<file path="src/rtl/fetch_pc_queue_if.sv">
// Fetch-side bus: the instruction-memory request path and the decode-facing
// valid/ready queue head, as seen from the PC/queue block (master).
interface fetch_pc_queue_if #(
    parameter int ADDR_W  = 64,
    parameter int INSTR_W = 32
);
    logic [ADDR_W-1:0]  imem_addr;
    logic               imem_req;
    logic [INSTR_W-1:0] imem_rdata;
    logic               out_valid;
    logic [ADDR_W-1:0]  out_pc;
    logic [INSTR_W-1:0] out_instr;
    logic               out_ready;

    modport master (
        output imem_addr, imem_req, out_valid, out_pc, out_instr,
        input  imem_rdata, out_ready
    );

    modport slave (
        input  imem_addr, imem_req, out_valid, out_pc, out_instr,
        output imem_rdata, out_ready
    );
endinterface

</file>
<file path="src/rtl/fetch_pc_queue.sv">
// PC generator and fetch buffer: issues sequential or redirected fetches to a
// combinational instruction memory and queues {pc, instr} pairs for decode.
//
//   state      | meaning
//   -----------+---------------------------------------------------------
//   ST_RUN     | fetching whenever enabled and the queue has room
//   ST_HALTED  | no fetches; queue still drains, redirect still moves pc
module fetch_pc_queue #(
    parameter int              ADDR_W      = 64,
    parameter int              INSTR_W     = 32,
    parameter int              INSTR_BYTES = 4,
    parameter logic [ADDR_W-1:0] RESET_PC  = 64'h2000,
    parameter int              DEPTH       = 4,
    localparam int             CNT_W       = $clog2(DEPTH) + 1
) (
    input  logic              clk,
    input  logic              reset,
    input  logic              enable,
    input  logic              redirect_valid,
    input  logic [ADDR_W-1:0] redirect_pc,
    input  logic              halt_req,
    input  logic              resume,
    fetch_pc_queue_if.master  bus,
    output logic              halted,
    output logic [CNT_W-1:0]  count,
    output logic [ADDR_W-1:0] pc
);
    localparam int PTR_W = $clog2(DEPTH);
    localparam logic [ADDR_W-1:0] PC_INC     = ADDR_W'(INSTR_BYTES);
    localparam logic [ADDR_W-1:0] ALIGN_MASK = ~(ADDR_W'(INSTR_BYTES - 1));

    typedef enum logic {ST_RUN, ST_HALTED} state_t;

    state_t             state, state_nx;
    logic [PTR_W-1:0]   rd_ptr, wr_ptr;
    logic [ADDR_W-1:0]  fifo_pc    [DEPTH];
    logic [INSTR_W-1:0] fifo_instr [DEPTH];
    logic               deq, issue, flush;

    assign bus.out_valid = (count != '0);
    assign bus.out_pc    = fifo_pc[rd_ptr];
    assign bus.out_instr = fifo_instr[rd_ptr];
    assign bus.imem_addr = pc;
    assign bus.imem_req  = issue;
    assign halted        = (state == ST_HALTED);

    assign deq   = bus.out_valid & bus.out_ready;
    assign flush = enable & redirect_valid;
    // Full is tolerated when the head leaves in the same cycle.
    assign issue = ~reset & enable & (state == ST_RUN) & ~halt_req & ~redirect_valid
                 & ((count < CNT_W'(DEPTH)) | deq);

    always_ff @(posedge clk or posedge reset) begin
        if (reset) state <= ST_RUN;
        else       state <= state_nx;
    end

    always_comb begin
        state_nx = state;
        if (enable && halt_req)
            state_nx = ST_HALTED;
        else if (enable && resume && state == ST_HALTED)
            state_nx = ST_RUN;
    end

    always_ff @(posedge clk or posedge reset) begin
        if (reset) begin
            pc     <= RESET_PC;
            count  <= '0;
            rd_ptr <= '0;
            wr_ptr <= '0;
        end else if (flush) begin
            pc     <= redirect_pc & ALIGN_MASK;
            count  <= '0;
            rd_ptr <= '0;
            wr_ptr <= '0;
        end else begin
            if (issue) begin
                pc     <= pc + PC_INC;
                wr_ptr <= wr_ptr + PTR_W'(1);
            end
            if (deq)
                rd_ptr <= rd_ptr + PTR_W'(1);
            count <= count + CNT_W'(issue) - CNT_W'(deq);
        end
    end

    // Storage needs no reset: entries are only visible through count.
    always_ff @(posedge clk) begin
        if (issue) begin
            fifo_pc[wr_ptr]    <= pc;
            fifo_instr[wr_ptr] <= bus.imem_rdata;
        end
    end
endmodule

</file>
<file path="src/flat_wrapper.sv">
// flat-port wrapper written by rule: the top's interface ports become plain ports
module fetch_pc_queue_flat 
#(
    parameter int              ADDR_W      = 64,
    parameter int              INSTR_W     = 32,
    parameter int              INSTR_BYTES = 4,
    parameter logic [ADDR_W-1:0] RESET_PC  = 64'h2000,
    parameter int              DEPTH       = 4,
    localparam int             CNT_W       = $clog2(DEPTH) + 1
)
  (clk, reset, enable, redirect_valid, redirect_pc, halt_req, resume, halted, count, pc, bus_imem_addr, bus_imem_req, bus_out_valid, bus_out_pc, bus_out_instr, bus_imem_rdata, bus_out_ready);
  fetch_pc_queue_if #(.ADDR_W(ADDR_W), .INSTR_W(INSTR_W)) bus_i ();
  input  logic clk;
  input  logic reset;
  input  logic enable;
  input  logic redirect_valid;
  input  logic [ADDR_W-1:0] redirect_pc;
  input  logic halt_req;
  input  logic resume;
  output logic halted;
  output logic [CNT_W-1:0] count;
  output logic [ADDR_W-1:0] pc;
  output wire logic [$bits(bus_i.imem_addr)-1:0] bus_imem_addr;
  output wire logic [$bits(bus_i.imem_req)-1:0] bus_imem_req;
  output wire logic [$bits(bus_i.out_valid)-1:0] bus_out_valid;
  output wire logic [$bits(bus_i.out_pc)-1:0] bus_out_pc;
  output wire logic [$bits(bus_i.out_instr)-1:0] bus_out_instr;
  input wire logic [$bits(bus_i.imem_rdata)-1:0] bus_imem_rdata;
  input wire logic [$bits(bus_i.out_ready)-1:0] bus_out_ready;
  assign bus_imem_addr = bus_i.imem_addr;
  assign bus_imem_req = bus_i.imem_req;
  assign bus_out_valid = bus_i.out_valid;
  assign bus_out_pc = bus_i.out_pc;
  assign bus_out_instr = bus_i.out_instr;
  assign bus_i.imem_rdata = bus_imem_rdata;
  assign bus_i.out_ready = bus_out_ready;
  fetch_pc_queue #(.ADDR_W(ADDR_W), .INSTR_W(INSTR_W), .INSTR_BYTES(INSTR_BYTES), .RESET_PC(RESET_PC), .DEPTH(DEPTH)) u_core (.clk(clk), .reset(reset), .enable(enable), .redirect_valid(redirect_valid), .redirect_pc(redirect_pc), .halt_req(halt_req), .resume(resume), .bus(bus_i), .halted(halted), .count(count), .pc(pc));
endmodule
</file>
<file path="config.mk">
export PLATFORM = sky130hd
export DESIGN_NAME = fetch_pc_queue_flat
export DESIGN_NICKNAME = d
export VERILOG_FILES = /design/src/rtl/fetch_pc_queue_if.sv /design/src/rtl/fetch_pc_queue.sv /design/src/flat_wrapper.sv
export SDC_FILE = /design/constraint.sdc
export NUM_CORES = 1
export LEC_CHECK = 0
export BUFFER_PORTS_ARGS = -buffer_cell sky130_fd_sc_hd__buf_2
export CAP_MARGIN = 15
export CORE_MARGIN = 1
export CORE_UTILIZATION = 55
export DETAILED_ROUTE_END_ITERATION = 8
export GPL_ROUTABILITY_DRIVEN = 0
export PLACE_DENSITY = 0.79
export SLEW_MARGIN = 15
export SYNTH_ARGS = -nofsm -noshare
export SYNTH_HDL_FRONTEND = slang
export SYNTH_SLANG_ARGS = --single-unit
</file>
<file path="constraint.sdc">
create_clock -name clk -period 10.32 [get_ports clk]
set_input_delay 3.096 -clock clk [delete_from_list [all_inputs] [get_ports clk]]
set_output_delay 3.096 -clock clk [all_outputs]
set_load 0.02 [all_outputs]
</file>
==> results of run 1 <==
final cells by class:
class	instances	share of cell area, %
flip-flops and latches	446	61.2
multi-input cells	505	21.6
repair buffers	335	7.99
inverters	8	0.141
diodes	8	0.0939
clock inverters	15	0.616
clock buffers	64	5.76
well taps	442	2.59
sequential cells by signal (all words and copies together) (netlist names):
signal,flops
u_core.rd_ptr,2
u_core.wr_ptr,2
u_core.halted,1
u_core.fifo_instr,128
u_core.count,3
u_core.bus.imem_addr,62
u_core.fifo_pc,248
layout by cell type, fill, tap and decap left out, drive strengths merged, types with 4 or more instances in the layout:
cell and n:
diode 8, nand2 70, nand4 39, o31ai 8
dfrtp 69, clkinv 13, xor2 15, nor2 36
nor3 9, o211ai 5, nor4 11, a31oi 19
ha 7, a21oi 5, or4 13, xnor2 15
and3 13, nand3 40, o311ai 8, mux4 94
edfxtp 376, and4 9, conb 6, o21ai 35
and2 15, clkbuf 64, or3 16, inv 8
mux2i 4, buf 335
layer usage:
metal	GRT usage, %	wire, µm
met1	33.4	17000
met2	40.4	20600
met3	5.77	3290
met4	8.10	1100
met5	0	39
power breakdown:
part           switching, mW  internal [mW]  total (mW)
Combinational          0.666          0.520        1.19
Clock                  0.648          0.877        1.53
Sequential             0.197           2.03        2.22
Total                   1.51           3.42        4.94
worst max-delay path, cell delays in order:
cell,delay (ps)
buf_2,110
or4b_4,600
or3_1,590
clkinv_1,420
buf_2,260
worst max path at each step:
| stage | startpoint | endpoint | slack, ps | cells past startpoint |
|---|---|---|---|---|
| floorplan | reset | bus_imem_req | 2660 | 5 |
| global placement | reset | bus_imem_req | 2140 | 5 |
| detailed placement | reset | bus_imem_req | 2130 | 5 |
| CTS | reset | bus_imem_req | 2140 | 5 |
| global route | bus_out_ready | bus_imem_req | 2080 | 5 |
| finish | reset | bus_imem_req | 2140 | 5 |
metrics by stage:
step	cells	power [mW]	area [µm²]
3_3_place_gp	1736	3.44	19900
4_1_cts	1815	4.98	21300
6_report	1823	4.94	21300
5_1_grt	1819	5.14	21300
3_5_place_dp	1736	3.46	19900
2_1_floorplan	1074	3.08	18400
kinds of logic (layout without fill, tap and decap cells):
| family | Yosys count | in the layout |
|---|---|---|
| compound gates | 83 | 83 |
| xor+xnor | 30 | 30 |
| fa+ha+maj | 8 | 8 |
| buf+inv | 123 | 422 |
| flops | 446 | 446 |
| mux | 98 | 98 |
| other cells | 1 | 14 |
| simple gates | 280 | 280 |
==> qor.csv, run 1 <==
stage;metric;value;unit
final_layout;drive_gt1_share;36.5;%
clock_tree;numClockSinks;446;
synthesis;netlist_area;18300;µm²
synthesis;synth_compound_area_share;2.80;%
clock_tree;cts_buffers;45;
final_layout;nNetsFinal;1452;
sta;timing.fmax;122;MHz
clock_tree;cts_tree;yes;
critical_path;cp.required;7220;ps
synthesis;synth.most_common_cell;edfxtp_1;
global_routing;antenna_found_initial;9;
hold_path;whs_endpoint;u_core.halted;
detailed_routing;via_per_inst;5.95;
clock_tree;root_buffer;clkbuf_16;
critical_path;endpoint_kind;output pin;
synthesis;synthFlopType;edfxtp_1;
synthesis;synth-simple-area-share;8.28;%
clock_tree;clock_latency;560;ps
pwr;ir_worst_vdd;0.156;mV
detailed_routing;vias;10800;
synthesis;netlist_instances;1069;
clock_tree;holdBufCountCts;0;
final_layout;utilization;65.2;%
floorplan;fp-row-count;66;
detailed_routing;wl_per_cell;23.1;µm
synthesis;synthArstFlopShare;15.7;%
final_layout;fillers;2281;
critical_path;critPathLaunchType;primary input;
detailed_routing;drtIter0Drc;739;
hold_path;hold_depth;1;
clock_tree;htree_num_levels;2;
floorplan;die-area;34100;µm²
critical_path;timing.rr.start;u_core.halted;
detailed_routing;drtPass1Iterations;5;
synthesis;synth_top_family_by_area;multiplexers;
floorplan;initial_utilization;56.1;%
final_layout;multi_input_area;4600;µm²
synthesis;synth-edff-count;376;
synthesis;synthXorXnorAreaFrac;1.43;%
clock_tree;postCtsResizedCells;0;
run;maxCapViolCount;0;
synthesis;yosysWarnings;0;
sta;fin_setup_tns;0;ps
sta;whs;538;ps
place;dpl.hpwl;26.2;mm
sta;worstMarginPinSlew;1140;ps
hold_path;hp-start;u_core.halted;
global_routing;grt_pass1_vias;10600;
synthesis;avgSynthCellArea;17.2;µm²
sta;rsz0062_at_grt;no;
critical_path;timing.rr.end;u_core.fifo_pc[3][33];
sta;layout_min_cycle_time;8180;ps
pwr;p_leak;7.49;nW
sta;skew;29.1;ps
floorplan;core;32700;µm²
place;port_buffers;324;
floorplan;die_w;185;µm
detailed_routing;drc;0;
pwr;powerDensity;232;nW/µm²
final_layout;seqCellArea;13100;µm²
critical_path;ff2ff_setup_slack;6420;ps
clock_tree;clk_path_buf_depth;3;
detailed_routing;routed_wl;42.0;mm
sta;finalMaxSlewViolations;0;
global_routing;grt_use_total;24.9;%
synthesis;yosys.area.top_type_share;61.6;%
synthesis;synthTopCellsByArea;edfxtp_1 62%, mux4_2 12%, dfrtp_1 9.4%;
sta;worst_slack;2140;ps
place;dp_slack;2130;ps
hold_path;min_path_type;register to register;
critical_path;cp.arrival;5090;ps
synthesis;synth-adder-area-share;0.587;%
synthesis;synthDistinctLibCells;47;
critical_path;reg2regPathDepth;5;
outcome;status;finished clean;
critical_path;path_class;primary input to output pin;
synthesis;yosysSeqAreaShare;71.1;%
clock_tree;clk_pin_slew;60;ps
global_routing;grt_pass1_wl;62.8;mm
sta;hold_violations;0;
floorplan;die_y;185;µm
synthesis;yosysTopAreaCell;edfxtp_1;
sta;finalSetupViolCount;0;
synthesis;ys_ff_latch;446;
global_routing;grt_overflow;0;
sta;fin_crit_sh;79.3;%
clock_tree;post_cts.repair.setup_buffers;0;
sta;relSlewSlack;23.5;%
final_layout;synthToLayoutAreaGrowth;16.3;%
synthesis;ys_top_cells_by_count;376 x edfxtp_1, 94 x mux4_2, 70 x nand2_1, 69 x dfrtp_1, 68 x buf_4;
global_routing;grt_max_degree;80;
floorplan;pin_count;333;
critical_path;crit_path_max_fanout;17;
synthesis;muxShareOfSynthArea;11.8;%
detailed_routing;ant_nets;0;
(Power assumes the default switching activity.)
==> run 2: changes to the inputs <==
- clock period: 10.32 -> 7.56 ns (I/O delays scaled with it)
==> qor.csv, run 2 (synthesis gave the netlist of run 1 again) <==
stage;metric;value;unit;change
global_routing;grt_overflow;0;;unchanged
critical_path;critPathLaunchType;primary input;;
floorplan;die_w;185;µm;unchanged
global_routing;grt_pass1_wl;62.6;mm;-0.25%
global_routing;antenna_found_initial;3;;-6
floorplan;fp-row-count;66;;unchanged
clock_tree;numClockSinks;446;;unchanged
critical_path;endpoint_kind;output pin;;
detailed_routing;drc;0;;unchanged
sta;hold_violations;0;;unchanged
clock_tree;root_buffer;clkbuf_16;;
clock_tree;post_cts.repair.setup_buffers;0;;unchanged
place;dpl.hpwl;26.7;mm;+2.1%
clock_tree;cts_tree;yes;;
critical_path;cp-endpoint;bus_imem_req;;
sta;relSlewSlack;32.5;%;+9.0 points
global_routing;grt_max_degree;80;;unchanged
floorplan;die_y;185;µm;unchanged
outcome;status;finished clean;;
run;maxCapViolCount;0;;unchanged
pwr;seqPwrFrac;44.8;%;-0.3 points
pwr;pwr-share-comb;24.2;%;+0.2 points
detailed_routing;wl_per_cell;22.9;µm;-0.69%
pwr;p_clk_share;31.0;%;about the same
floorplan;pin_count;333;;unchanged
clock_tree;cts_buffers;45;;unchanged
critical_path;path_class;primary input to output pin;;
clock_tree;clock_latency;530;ps;-30 ps
critical_path;ff2ff_setup_slack;4010;ps;-2410 ps
sta;fin_crit_sh;84.6;%;
sta;fin_setup_tns;0;ps;unchanged
sta;skew;9.22;ps;-19.9 ps
detailed_routing;drtIter0Drc;929;;+26%
final_layout;final_common_cell;edfxtp_1;;
pwr;ir_worst_vdd;0.254;mV;+63%
sta;layout_min_cycle_time;6400;ps;
critical_path;cp.arrival;4130;ps;-960 ps
clock_tree;holdBufCountCts;0;;unchanged
detailed_routing;ant_nets;0;;unchanged
pwr;swShare;30.5;%;-0.10 points
sta;finalMaxSlewViolations;0;;unchanged
detailed_routing;drtPass1Iterations;5;;unchanged
pwr;p_switching;2.07;mW;+37%
hold_path;hp-start;u_core.halted;;
sta;whs;562;ps;+24.4 ps
critical_path;cp.required;5290;ps;-1930 ps
sta;timing.fmax;156;MHz;
hold_path;min_path_type;register to register;;
detailed_routing;via_per_inst;5.95;;about the same
critical_path;critPathLaunch;reset;;
critical_path;crit_path_max_fanout;17;;unchanged
detailed_routing;vias;10900;;+0.32%
critical_path;reg2regPathDepth;6;;+1
floorplan;die-area;34100;µm²;unchanged
final_layout;nNetsFinal;1457;;+0.34%
pwr;p_int;4.70;mW;+37%
final_layout;drive_gt1_share;37.0;%;+0.51 points
place;port_buffers;324;;unchanged
final_layout;top_register;u_core.fifo_pc;;
detailed_routing;routed_wl;41.9;mm;-0.42%
clock_tree;clk_pin_slew;60;ps;about the same
pwr;powerDensity;316;nW/µm²;+37%
clock_tree;htree_num_levels;2;;unchanged
sta;worstMarginPinSlew;1010;ps;-130 ps
sta;finalSetupViolCount;0;;unchanged
final_layout;largest_reg_flops;248;;unchanged
floorplan;core;32700;µm²;unchanged
floorplan;initial_utilization;56.1;%;unchanged
critical_path;timing.rr.start;u_core.halted;;
global_routing;grt_use_total;24.8;%;-0.10 points
clock_tree;clk_path_buf_depth;3;;unchanged
global_routing;grt_pass1_vias;10700;;+0.90%
final_layout;most-common-layout-cells;376 x edfxtp_1, 324 x buf_2, 94 x mux4_2;;
final_layout;synthToLayoutAreaGrowth;16.8;%;
pwr;p_leak;7.54;nW;+0.69%
critical_path;timing.rr.end;u_core.fifo_instr[0][4];;
sta;rsz0062_at_grt;no;;
clock_tree;postCtsResizedCells;0;;unchanged
run 2: power by group through the flow:
stage	clock [mW]	combinational [mW]	sequential (mW)
2_1_floorplan	0	1.24	2.97
3_3_place_gp	0	1.64	3.08
3_5_place_dp	0	1.65	3.09
4_1_cts	2.14	1.66	3.04
5_1_grt	2.24	1.75	3.06
6_report	2.10	1.64	3.03
run 2: final cells by class:
| class | count | area [µm²] |
|---|---|---|
| clock inverter | 19 | 150 |
| inverter | 8 | 30.0 |
| antenna | 5 | 12.5 |
| sequential | 446 | 13100 |
| fill | 2270 | 11300 |
| tap | 442 | 553 |
| clock buffer | 63 | 1250 |
| multi-input combinational | 505 | 4600 |
| timing repair buffer | 340 | 1770 |
run 2: critical path, cell delays in order:
cell,delay [ps]
buf_2,110
or4b_4,590
or3_1,360
buf_4,190
clkinv_1,340
buf_2,270
run 2: worst min-delay path by stage:
stage / slack (ps) / cells past startpoint / endpoint
final: 560 / 1 / u_core.halted
after global routing: 590 / 2 / u_core.wr_ptr[1]
after CTS: 570 / 1 / u_core.halted
after detailed placement: 560 / 1 / u_core.halted
after global placement: 510 / 1 / u_core.halted
after floorplan: 540 / 2 / u_core.wr_ptr[1]
run 2: metrics by stage:
step                cells  power [mW]  utilization, %  area [µm²]  setup slack [ps]
global route         1826        7.04            65.5       21400              1090
global placement     1741        4.71            61.2       20000              1160
finish               1828        6.77            65.5       21400              1160
CTS                  1823        6.83            65.4       21400              1160
detailed placement   1741        4.74            61.2       20000              1160
floorplan            1074        4.21               -       18400              1110
run 2: routing by layer:
layer	vias to the layer above	global-route usage, %	share of wire, %
met5	-	0	0
met4	0	8.37	2.5
met3	81	4.19	7.9
met2	543	40.0	48
met1	5482	34.4	41
li1	4769	-	-
